`src/rtl/div_pkg.sv`:
```
// -----------------------------------------------------------------------------
// div_pkg
// Shared definitions for the seq_divider block:
//   - state_t     : divider controller states (IDLE, CALC, DONE)
//   - STATE_W     : width of the state encoding
//   - DIV_ZERO_Q  : quotient fill pattern reported on divide-by-zero
//                   (sliced to the operand width, so W must not exceed 64)
// -----------------------------------------------------------------------------
package div_pkg;

    localparam int STATE_W = 2;

    typedef enum logic [STATE_W-1:0] {
        IDLE = 2'd0,
        CALC = 2'd1,
        DONE = 2'd2
    } state_t;

    // All-ones quotient; in two's complement this also reads as -1.
    localparam logic [63:0] DIV_ZERO_Q = {64{1'b1}};

endpackage : div_pkg

```
`src/rtl/div_step.sv`:
```
// -----------------------------------------------------------------------------
// div_step
// One combinational radix-2 restoring division step:
//   {rem, q} is shifted left by one, then the divisor is subtracted from the
//   partial remainder when it fits and the freed quotient LSB records that.
// Ports:
//   rem_in  [W:0]   partial remainder before the step (always < divisor)
//   q_in    [W-1:0] quotient/dividend shift register before the step
//   divisor [W-1:0] denominator magnitude
//   rem_out [W:0]   partial remainder after the step
//   q_out   [W-1:0] quotient/dividend shift register after the step
// -----------------------------------------------------------------------------
module div_step
    import div_pkg::*;
#(
    parameter int W = 16
) (
    input  logic [W:0]   rem_in,
    input  logic [W-1:0] q_in,
    input  logic [W-1:0] divisor,
    output logic [W:0]   rem_out,
    output logic [W-1:0] q_out
);

    logic [W+1:0] w_shift;
    logic         w_ge;

    always_comb begin
        // The shifted value is kept one bit wider than the remainder so the
        // compare never loses the bit shifted out of the top.
        w_shift = {rem_in, q_in[W-1]};
        w_ge    = (w_shift >= {2'b00, divisor});
        // When the subtraction happens the result is below the divisor, so
        // dropping the top bit of the shifted value is lossless.
        rem_out = w_ge ? (w_shift[W:0] - {1'b0, divisor}) : w_shift[W:0];
        q_out   = {q_in[W-2:0], w_ge};
    end

endmodule : div_step

```
`src/rtl/seq_divider.sv`:
```
// -----------------------------------------------------------------------------
// seq_divider
// Parametrised radix-2 restoring divider with a start/done handshake.
// A division takes W+1 cycles from the accepting edge to the done pulse;
// a zero divisor finishes in one cycle and raises div_by_zero.
//
// Build option:
//   DIV_SIGNED_EN  defined   -> two's complement operands and results
//                            (quotient truncates toward zero, remainder
//                            takes the dividend's sign)
//                  undefined -> unsigned only, no sign logic
//
// Ports:
//   clk          in   1  rising-edge clock
//   clr_n        in   1  synchronous active-low reset
//   start        in   1  request, only honoured while busy=0
//   dividend     in   W  numerator, captured on an accepted start
//   divisor      in   W  denominator, captured on an accepted start
//   busy         out  1  division in progress
//   done         out  1  one-cycle pulse, results valid
//   quotient     out  W  result, held between completions
//   remainder    out  W  result, held between completions
//   div_by_zero  out  1  set with done for a zero divisor
// -----------------------------------------------------------------------------
module seq_divider
    import div_pkg::*;
#(
    parameter int W = 16
) (
    input  logic         clk,
    input  logic         clr_n,
    input  logic         start,
    input  logic [W-1:0] dividend,
    input  logic [W-1:0] divisor,
    output logic         busy,
    output logic         done,
    output logic [W-1:0] quotient,
    output logic [W-1:0] remainder,
    output logic         div_by_zero
);

    localparam int CNT_W = $clog2(W + 1);

    state_t             r_state;
    state_t             w_state_next;
    logic [W:0]         r_rem;
    logic [W-1:0]       r_q;
    logic [W-1:0]       r_div;
    logic [CNT_W-1:0]   r_cnt;

    logic               w_accept;
    logic               w_div_zero;
    logic               w_last_step;
    logic [W-1:0]       w_dvd_mag;
    logic [W-1:0]       w_dsr_mag;
    logic [W:0]         w_rem_out;
    logic [W-1:0]       w_q_out;
    logic [W-1:0]       w_q_fix;
    logic [W-1:0]       w_r_fix;

    assign w_div_zero  = (divisor == '0);
    assign w_last_step = (r_cnt == CNT_W'(1));

`ifdef DIV_SIGNED_EN
    logic r_neg_q;
    logic r_neg_r;

    // Magnitudes are taken at capture; the most negative value maps to
    // 2^(W-1), which still fits in W unsigned bits.
    assign w_dvd_mag = dividend[W-1] ? -dividend : dividend;
    assign w_dsr_mag = divisor[W-1]  ? -divisor  : divisor;
    // Sign fix-up sits on the result-register input, so latency is unchanged.
    // -2^(W-1) / -1 naturally wraps back to -2^(W-1) here.
    assign w_q_fix   = r_neg_q ? -w_q_out : w_q_out;
    assign w_r_fix   = r_neg_r ? -w_rem_out[W-1:0] : w_rem_out[W-1:0];

    always_ff @(posedge clk) begin
        if (!clr_n) begin
            r_neg_q <= 1'b0;
            r_neg_r <= 1'b0;
        end else if (w_accept) begin
            r_neg_q <= dividend[W-1] ^ divisor[W-1];
            r_neg_r <= dividend[W-1];
        end
    end
`else
    assign w_dvd_mag = dividend;
    assign w_dsr_mag = divisor;
    assign w_q_fix   = w_q_out;
    assign w_r_fix   = w_rem_out[W-1:0];
`endif

    div_step #(
        .W (W)
    ) u_step (
        .rem_in  (r_rem),
        .q_in    (r_q),
        .divisor (r_div),
        .rem_out (w_rem_out),
        .q_out   (w_q_out)
    );

    // ---------------- controller ----------------
    always_ff @(posedge clk) begin
        if (!clr_n) begin
            r_state <= IDLE;
        end else begin
            r_state <= w_state_next;
        end
    end

    always_comb begin
        w_state_next = r_state;
        busy         = 1'b0;
        done         = 1'b0;
        w_accept     = 1'b0;
        case (r_state)
            IDLE: begin
                if (start) begin
                    w_accept     = 1'b1;
                    w_state_next = w_div_zero ? DONE : CALC;
                end
            end
            CALC: begin
                busy = 1'b1;
                if (w_last_step) begin
                    w_state_next = DONE;
                end
            end
            DONE: begin
                done = 1'b1;
                // A start here is accepted immediately (no idle bubble).
                if (start) begin
                    w_accept     = 1'b1;
                    w_state_next = w_div_zero ? DONE : CALC;
                end else begin
                    w_state_next = IDLE;
                end
            end
            default: w_state_next = IDLE;
        endcase
    end

    // ---------------- datapath ----------------
    always_ff @(posedge clk) begin
        if (!clr_n) begin
            r_rem       <= '0;
            r_q         <= '0;
            r_div       <= '0;
            r_cnt       <= '0;
            quotient    <= '0;
            remainder   <= '0;
            div_by_zero <= 1'b0;
        end else if (w_accept) begin
            r_rem       <= '0;
            r_q         <= w_dvd_mag;
            r_div       <= w_dsr_mag;
            r_cnt       <= CNT_W'(W);
            div_by_zero <= w_div_zero;
            // Zero divisor completes on the very next cycle, so its results
            // are written right away; otherwise results wait for the last step.
            if (w_div_zero) begin
                quotient  <= DIV_ZERO_Q[W-1:0];
                remainder <= dividend;
            end
        end else if (r_state == CALC) begin
            r_rem <= w_rem_out;
            r_q   <= w_q_out;
            r_cnt <= r_cnt - CNT_W'(1);
            if (w_last_step) begin
                quotient  <= w_q_fix;
                remainder <= w_r_fix;
            end
        end
    end

endmodule : seq_divider

```
`config.mk`:
```
export PLATFORM = sky130hd
export DESIGN_NAME = seq_divider
export DESIGN_NICKNAME = d
export VERILOG_FILES = /design/src/rtl/div_pkg.sv /design/src/rtl/div_step.sv /design/src/rtl/seq_divider.sv
export SDC_FILE = /design/constraint.sdc
export NUM_CORES = 1
export LEC_CHECK = 0
export CORE_MARGIN = 1.5
export CORE_UTILIZATION = 40
export CTS_BUF_LIST = sky130_fd_sc_hd__clkbuf_16
export DETAILED_ROUTE_END_ITERATION = 7
export HOLD_SLACK_MARGIN = 0.08
export SETUP_SLACK_MARGIN = 0.4
export SYNTH_ARGS = -nofsm -noshare
export SYNTH_HDL_FRONTEND = slang
export SYNTH_SLANG_ARGS = --single-unit
```
`constraint.sdc`:
```
create_clock -name clk -period 3.3 [get_ports clk]
set_clock_uncertainty 0.2 [all_clocks]
set_input_delay 0.66 -clock clk [delete_from_list [all_inputs] [get_ports clk]]
set_output_delay 0.66 -clock clk [all_outputs]
set_load 0.01 [all_outputs]
```
==> results.md, run 1 <==
* DP HPWL at 8.58 mm
* Worst R2R Start: r_q[15]
* Placed instance count at 726
* Cts bufs inserted at 9
* CTS tree: yes
* Number of port buffers at 69
* Clk slew on worst S/H paths at 0.06 ns
* Post-synth EDFFs at 0
* Via count at 4065
* Worst Setup Start Kind: flip-flop
* DRT Wirelength at 12.3 mm
* Pleak at 2.26 nW
* Clock latency on the worst-skew pair at 0.34 ns
* Worst setup startpoint: r_q[15]
* Share of cells above drive strength 1 at 13.7%
* Final instance count without filler cells at 752
* CP endpoint kind: flip-flop
* CTS H-tree depth at 3
* Synth Cell Area at 4470 um^2
* Share of the synthesized area in the top cell type at 39.9%
* Area taken by flip-flops and latches at 1780 um^2
* CP endpoint: remainder[10]
* Routed WL per cell at 16.4 um
* Placed inst area at 5340 um^2
* Tmin final at 2.94 ns
* Iter 0 DRT Violations at 192
* Leading cell types in the layout, fill and taps excluded: dfxtp_1 (87), nand2_1 (81), clkdlybuf4s50_1 (69), a21boi_0 (46), nor2_1 (38)
* RSZ-0062 raised after global routing: yes
* Synth Area per Inst at 8.36 um^2
* Initial Utilization at 41.2%
* Pwr/cell area at 543 nW/um^2
* Drt pass-1 iters at 4
* Pin count of the biggest net entering global routing at 55
* Post-synthesis cell type count at 45
* Initial antenna violation count at 0
* Fillers at 1009
* Die ar. at 11800 um^2
* Final setup fails at 0
* Core area at 10800 um^2
* Area grow syn2layout at 32.2%
* Reg2reg setup slack at 0.36 ns
* DRC Markers at 0
* Gpl congestion at 0.861
* Critical Path AT at 2.98 ns
* Peak Freq at 340 MHz
* DIE WIDTH at 109 um
* Asr flop ratio synth at 0%
* Final period utilization at 89.1%
* Max rail drop VDD at 0.000254 V
* Relative slew margins at 24.6%
* Status: finished, final reports clean
* Max clock buf depth at 2
* Synthesized net count at 588
* Cell accounting for the most synthesized area: dfxtp_1
* CTS Sinks at 89
* GR Overflow Total at 0
* Seq cells post-synth at 89
* Top cells by area, synth: dfxtp_1 (40%), a21boi_0 (7.7%), nand2_1 (6.8%)
* Global-route wire length before repair at 20.2 mm
* Clk root buf: clkbuf_16
* Ys Warns at 0
* Most common cell after layout, fill and taps aside: dfxtp_1
* All-Layer GR Usage at 22.1%
* R2R depth at 13
* Final nets at 661
* N_diodes at 0
* Routed Antenna Nets at 0
* Vias in the first global route at 4103
* Crit-path max FO at 7
* Fin area at 5900 um^2
* Pin slew with the least headroom to its limit at 1.13 ns
* I/O pins at 70
* Req. time, crit path at 3.34 ns
* Max-capacitance violation count at 0
* Top_reg_cell synth: dfxtp_1
* Final hold viol count at 0
* Cells after synthesis at 534
* FF-to-FF End: remainder[10]
* Via-to-Cell Ratio at 5.41
* Slew Viols, Final at 0
* Crit Path Class: flip-flop to flip-flop
* Hold Crit Class: flip-flop to flip-flop
* Multi-input logic area at 2670 um^2
* Row count at 38
* Seq/Total Area, Yosys at 39.9%
* Die height at 109 um
[worst min-delay path by stage]
stage                               end  depth (start not counted)          start  slack, ns
after detailed placement   remainder[6]                          1   remainder[6]       0.25
after floorplan               r_div[12]                          2      r_div[12]       0.24
after global routing      remainder[15]                          2  remainder[15]       0.28
after CTS                 remainder[15]                          2  remainder[15]       0.27
after global placement    remainder[13]                          2  remainder[13]       0.25
final                     remainder[15]                          2  remainder[15]       0.26
[kinds of logic after synthesis]
| family | synth area share [%] |
|---|---|
| buffers and inverters | 5.07 |
| XOR/XNOR | 3.33 |
| flip-flops | 39.9 |
| adder cells (fa/ha/maj) | 5.49 |
| multiplexers | 3.17 |
| AO/OA/AOI/OAI | 27.9 |
| AND/OR/NAND/NOR | 15.1 |
[repair_timing]
action	4_1_cts	5_1_grt
hold buffers	0	0
gates resized for setup	29	20
pin swaps	6	12
setup buffers	6	4
endpoints found under the setup margin	27	47
[layer usage]
layer / vias up / part of all wire (%) / track usage (%)
li1: 2026 / - / -
met1: 1935 / 47 / 28.9
met2: 93 / 47 / 36.0
met3: 11 / 4.5 / 5.86
met4: 0 / 1.3 / 5.83
met5: - / 0 / 0
[critical path: stages, from the launching register on]
cell,delay [ns]
dfxtp_2,0.33
inv_2,0.07
ha_4,0.13
inv_2,0.03
fa_2,0.33
a211o_1,0.29
a21oi_2,0.15
o221a_1,0.24
o31ai_4,0.09
a31oi_4,0.22
buf_12,0.19
mux2i_4,0.28
a211oi_2,0.11
a21o_1,0.17
[power by group]
part | internal (mW) | leakage, nW | switching [mW]
logic | 0.525 | 1.41 | 0.569
clock network | 0.502 | 0.132 | 0.430
registers | 1.13 | 0.726 | 0.0483
[sequential cells by signal (all words and copies together) (netlist names)]
name,flops
r_rem,17
quotient,16
r_div,16
r_q,16
remainder,16
r_cnt,5
r_state,2
div_by_zero,1
[per-stage QoR]
stage	TNS, ns	util [%]	setup WS (ns)	hold slack (ns)	power, mW
finish	0	54.5	0.359	0.262	3.21
global route	0	54.5	0.190	0.277	3.37
CTS	0	53.2	0.320	0.265	3.14
detailed placement	-0.223	49.3	-0.0320	0.248	2.02
global placement	0	49.3	0.0815	0.252	2.01
floorplan	0	-	0.445	0.243	1.77
[final cells by class]
cell class | instances | share of cell area (%)
Inverter | 24 | 1.53
Multi-Input combinational cell | 387 | 45.2
Clock inverter | 7 | 0.636
Sequential cell | 89 | 30.2
Timing Repair Buffer | 96 | 15.7
Tap cell | 140 | 2.97
Clock buffer | 9 | 3.81
[synthesized netlist by cell type, types with 2 or more instances]
library cell  instances
a211o_1               2
a211oi_1             24
a21boi_0             46
a21o_1               13
a21oi_1              25
a221oi_1              2
a22oi_1              15
a31o_2                3
a31oi_1               3
and2_1                4
and3_1                2
buf_1                 2
clkbuf_1             30
dfxtp_1              89
ha_1                 18
inv_1                24
mux2i_1              13
nand2_1              81
nand2b_1              5
nand4_1               2
nor2_1               40
nor2b_1               8
nor3_1                3
nor4_1                5
o211ai_1              3
o21ai_0              30
o21bai_1              3
o31ai_1               4
or3_1                 4
xnor2_1              10
xor2_1                7
No activity file was read; power rests on OpenSTA's default activity.
==> run 2: changes to the inputs <==
--- a/config.mk
+++ b/config.mk
@@ -5,12 +5,16 @@
 export SDC_FILE = /design/constraint.sdc
 export NUM_CORES = 1
 export LEC_CHECK = 0
+export CELL_PAD_IN_SITES_DETAIL_PLACEMENT = 1
+export CELL_PAD_IN_SITES_GLOBAL_PLACEMENT = 1
 export CORE_MARGIN = 1.5
 export CORE_UTILIZATION = 40
 export CTS_BUF_LIST = sky130_fd_sc_hd__clkbuf_16
 export DETAILED_ROUTE_END_ITERATION = 7
 export HOLD_SLACK_MARGIN = 0.08
+export PLACE_DENSITY_LB_ADDON = 0.1
 export SETUP_SLACK_MARGIN = 0.4
 export SYNTH_ARGS = -nofsm -noshare
 export SYNTH_HDL_FRONTEND = slang
+export SYNTH_HIERARCHICAL = 1
 export SYNTH_SLANG_ARGS = --single-unit
==> results.md, run 2 <==
* Status: finished, final reports clean
* Die ar. at 12800 um^2
* Vias in the first global route at 4799
* Worst Setup Start Kind: flip-flop
* DIE WIDTH at 113 um
* Via count at 4509
* Clock latency on the worst-skew pair at 0.34 ns
* Die height at 113 um
* Via-to-Cell Ratio at 5.62
* DP HPWL at 9.93 mm
* Final hold viol count at 0
* Most common cell in the netlist: nand2_1
* Initial antenna violation count at 0
* Asr flop ratio synth at 0%
* Share of the synthesized area in the top cell type at 36.8%
* Routed WL per cell at 18.7 um
* Reg2reg setup slack at 0.35 ns
* Critical Path AT at 3.04 ns
* Slew Viols, Final at 0
* Clk root buf: clkbuf_16
* Seq/Total Area, Yosys at 36.8%
* CTS Sinks at 89
* GR Overflow Total at 0
* I/O pins at 70
* Clk slew on worst S/H paths at 0.06 ns
* RSZ-0062 raised after global routing: yes
* Core area at 11900 um^2
* Row count at 40
* Number of port buffers at 69
* Hold_ws at 0.259 ns
* Gpl congestion at 0.821
* Synth Cell Area at 4850 um^2
* Crit Path Class: flip-flop to flip-flop
* Worst path depth at 14
* Crit-path max cell delay at 0.38 ns
* Top cells by area, synth: dfxtp_1 (37%), nand2_1 (9.9%), a21oi_1 (6.7%)
* Placed instance count at 773
* Final period utilization at 89.5%
* R2R depth at 14
* DRT Wirelength at 15.0 mm
* Routed Antenna Nets at 0
* Cell breakdown of the critical path: inv_2 > ha_4 > inv_2 > fa_2 > a21o_1 > a221o_2 > o211ai_4 > buf_6 > nand3_4 > buf_8 > a21oi_2 > nand3_1 > a21oi_1 > o21a_1
* Pwr/cell area at 610 nW/um^2
* Pin slew with the least headroom to its limit at 0.866 ns
* Final nets at 704
* Area grow syn2layout at 27.3%
* Pleak at 2.34 nW
* Worst setup startpoint: r_q[15]
* CP endpoint kind: flip-flop
* Pwr Total at 3.77 mW
* Cells after synthesis at 599
* CP top delay family: compound AO/OA/AOI/OAI gates
* Top_reg_cell synth: dfxtp_1
* Seq cells post-synth at 89
* Max-capacitance violation count at 0
* Post-synth EDFFs at 0
* Top cells by count, synth: nand2_1 (128), dfxtp_1 (89), a21oi_1 (65)
* Iter 0 DRT Violations at 180
* Tmin final at 2.95 ns
* Max clock buf depth at 2
* Hold Crit Class: flip-flop to flip-flop
* DRC Markers at 0
* CP endpoint: remainder[5]
* Share of cells above drive strength 1 at 18.2%
* Max rail drop VDD at 0.000247 V
* N_diodes at 0
* Sum Neg Setup Slack at 0 ns
* All-Layer GR Usage at 23.8%
* Relative slew margins at 42.2%
* Initial Utilization at 40.7%
* Post-CTS Hold Fix Bufs at 0
* Req. time, crit path at 3.39 ns
* Fillers at 1423
* CTS H-tree depth at 3
* Cts bufs inserted at 9
* Final setup fails at 0
* Worst R2R Start: r_q[15]
* Synthesized net count at 653
* Crit-path max FO at 7
* CTS tree: yes
* Synth Area per Inst at 8.09 um^2
* Ys Warns at 6
* Buf/Inv on CP at 4
* Cell accounting for the most synthesized area: dfxtp_1
* Crit-path most repeated cell: inv_2
* Leading cell types in the layout, fill and taps excluded: nand2_1 (127), dfxtp_1 (87), clkdlybuf4s50_1 (69), a21oi_1 (50)
* Final core utilization at 51.8%
* Global-route wire length before repair at 24.3 mm
* Peak Freq at 339 MHz
* Drt pass-1 iters at 4
* Slowest library cell on the worst path: a221o_2
* FF-to-FF End: remainder[5]
* Max reg flops at 17
* Most common cell after layout, fill and taps aside: nand2_1
* Pin count of the biggest net entering global routing at 39
* Final instance count without filler cells at 802
* Post-synthesis cell type count at 53
* Largest register by flop count: r_rem
-- run 2: cell count changes after synthesis, moves of 14 or more --
cell / before / now
o221a_2: 0 / 14
o21a_1: 1 / 19
nand3_1: 1 / 18
a31oi_1: 3 / 18
buf_4: 0 / 18
a22oi_1: 15 / 1
a21boi_0: 46 / 0
a21oi_1: 25 / 65
buf_2: 1 / 15
nand2_1: 81 / 128
a211oi_1: 24 / 7
-- run 2: cell type report --
type / instances / area, um^2 / share of cell area, %
flip-flops and latches: 89 / 1780 / 28.9
multi-input cells: 429 / 2880 / 46.6
clock buffers: 9 / 225 / 3.65
inverters: 26 / 97.6 / 1.58
repair buffers: 95 / 933 / 15.1
well taps: 147 / 184 / 2.98
clock inverters: 7 / 71.3 / 1.16
-- run 2: cells by family after synthesis --
| family | count (synthesis) | synth area share, % |
|---|---|---|
| xor+xnor | 15 | 2.71 |
| mux | 24 | 5.32 |
| compound gates | 170 | 23.6 |
| flops | 89 | 36.8 |
| simple gates | 200 | 18.1 |
| fa+ha+maj | 19 | 5.06 |
| buf+inv | 82 | 8.47 |
-- run 2: routing by layer --
layer | up-vias | global-route usage (%) | wire (um)
li1 | 2189 | - | -
met5 | - | 0 | 0
met2 | 119 | 39.3 | 6880
met4 | 0 | 10.3 | 395
met1 | 2174 | 30.6 | 7060
met3 | 27 | 4.39 | 626
-- run 2: where the power goes --
| part | total (mW) | internal (mW) | switching [mW] |
|---|---|---|---|
| clock network | 1.04 | 0.586 | 0.452 |
| logic | 1.54 | 0.691 | 0.845 |
| registers | 1.19 | 1.14 | 0.0557 |
-- run 2: worst register-to-register path, stage by stage, from the launching register on --
cell and delay [ns]:
dfxtp_2 0.32, inv_2 0.06, ha_4 0.12, inv_2 0.03, fa_2 0.34, a21o_1 0.20
a221o_2 0.38, o211ai_4 0.21, buf_6 0.14, nand3_4 0.14, buf_8 0.23, a21oi_2 0.15
nand3_1 0.09, a21oi_1 0.15, o21a_1 0.14
-- run 2: worst min path at each step --
stage	startpoint	end	slack (ns)	depth (start not counted)
floorplan	r_div[10]	r_div[10]	0.24	2
global placement	r_div[1]	r_div[1]	0.25	2
global route	r_div[14]	r_div[14]	0.29	2
finish	r_div[14]	r_div[14]	0.26	2
CTS	r_div[8]	r_div[8]	0.27	2
detailed placement	r_div[5]	r_div[5]	0.25	2
-- run 2: what timing repair did --
action                                  in CTS  in global routing
gates resized for setup                     36                 25
setup buffers                                7                  4
pin swaps                                   19                 12
gates cloned                                 2                  0
endpoints found under the setup margin      31                 34
-- run 2: stage by stage --
step	setup WS, ns	instance area [um^2]
after floorplan	0.436	4850
after global placement	0.199	5520
after detailed placement	0.131	5520
after CTS	0.300	6060
after global routing	0.248	6170
final	0.346	6170
==> run 3: changes to the inputs <==
--- a/config.mk
+++ b/config.mk
@@ -5,6 +5,7 @@
 export SDC_FILE = /design/constraint.sdc
 export NUM_CORES = 1
 export LEC_CHECK = 0
+export ABC_CLOCK_PERIOD_IN_PS = 3300
 export CELL_PAD_IN_SITES_DETAIL_PLACEMENT = 1
 export CELL_PAD_IN_SITES_GLOBAL_PLACEMENT = 1
 export CORE_MARGIN = 1.5
==> results of run 3 <==
Same layout as run 2: the final DEF is identical, and so are final timing and power.
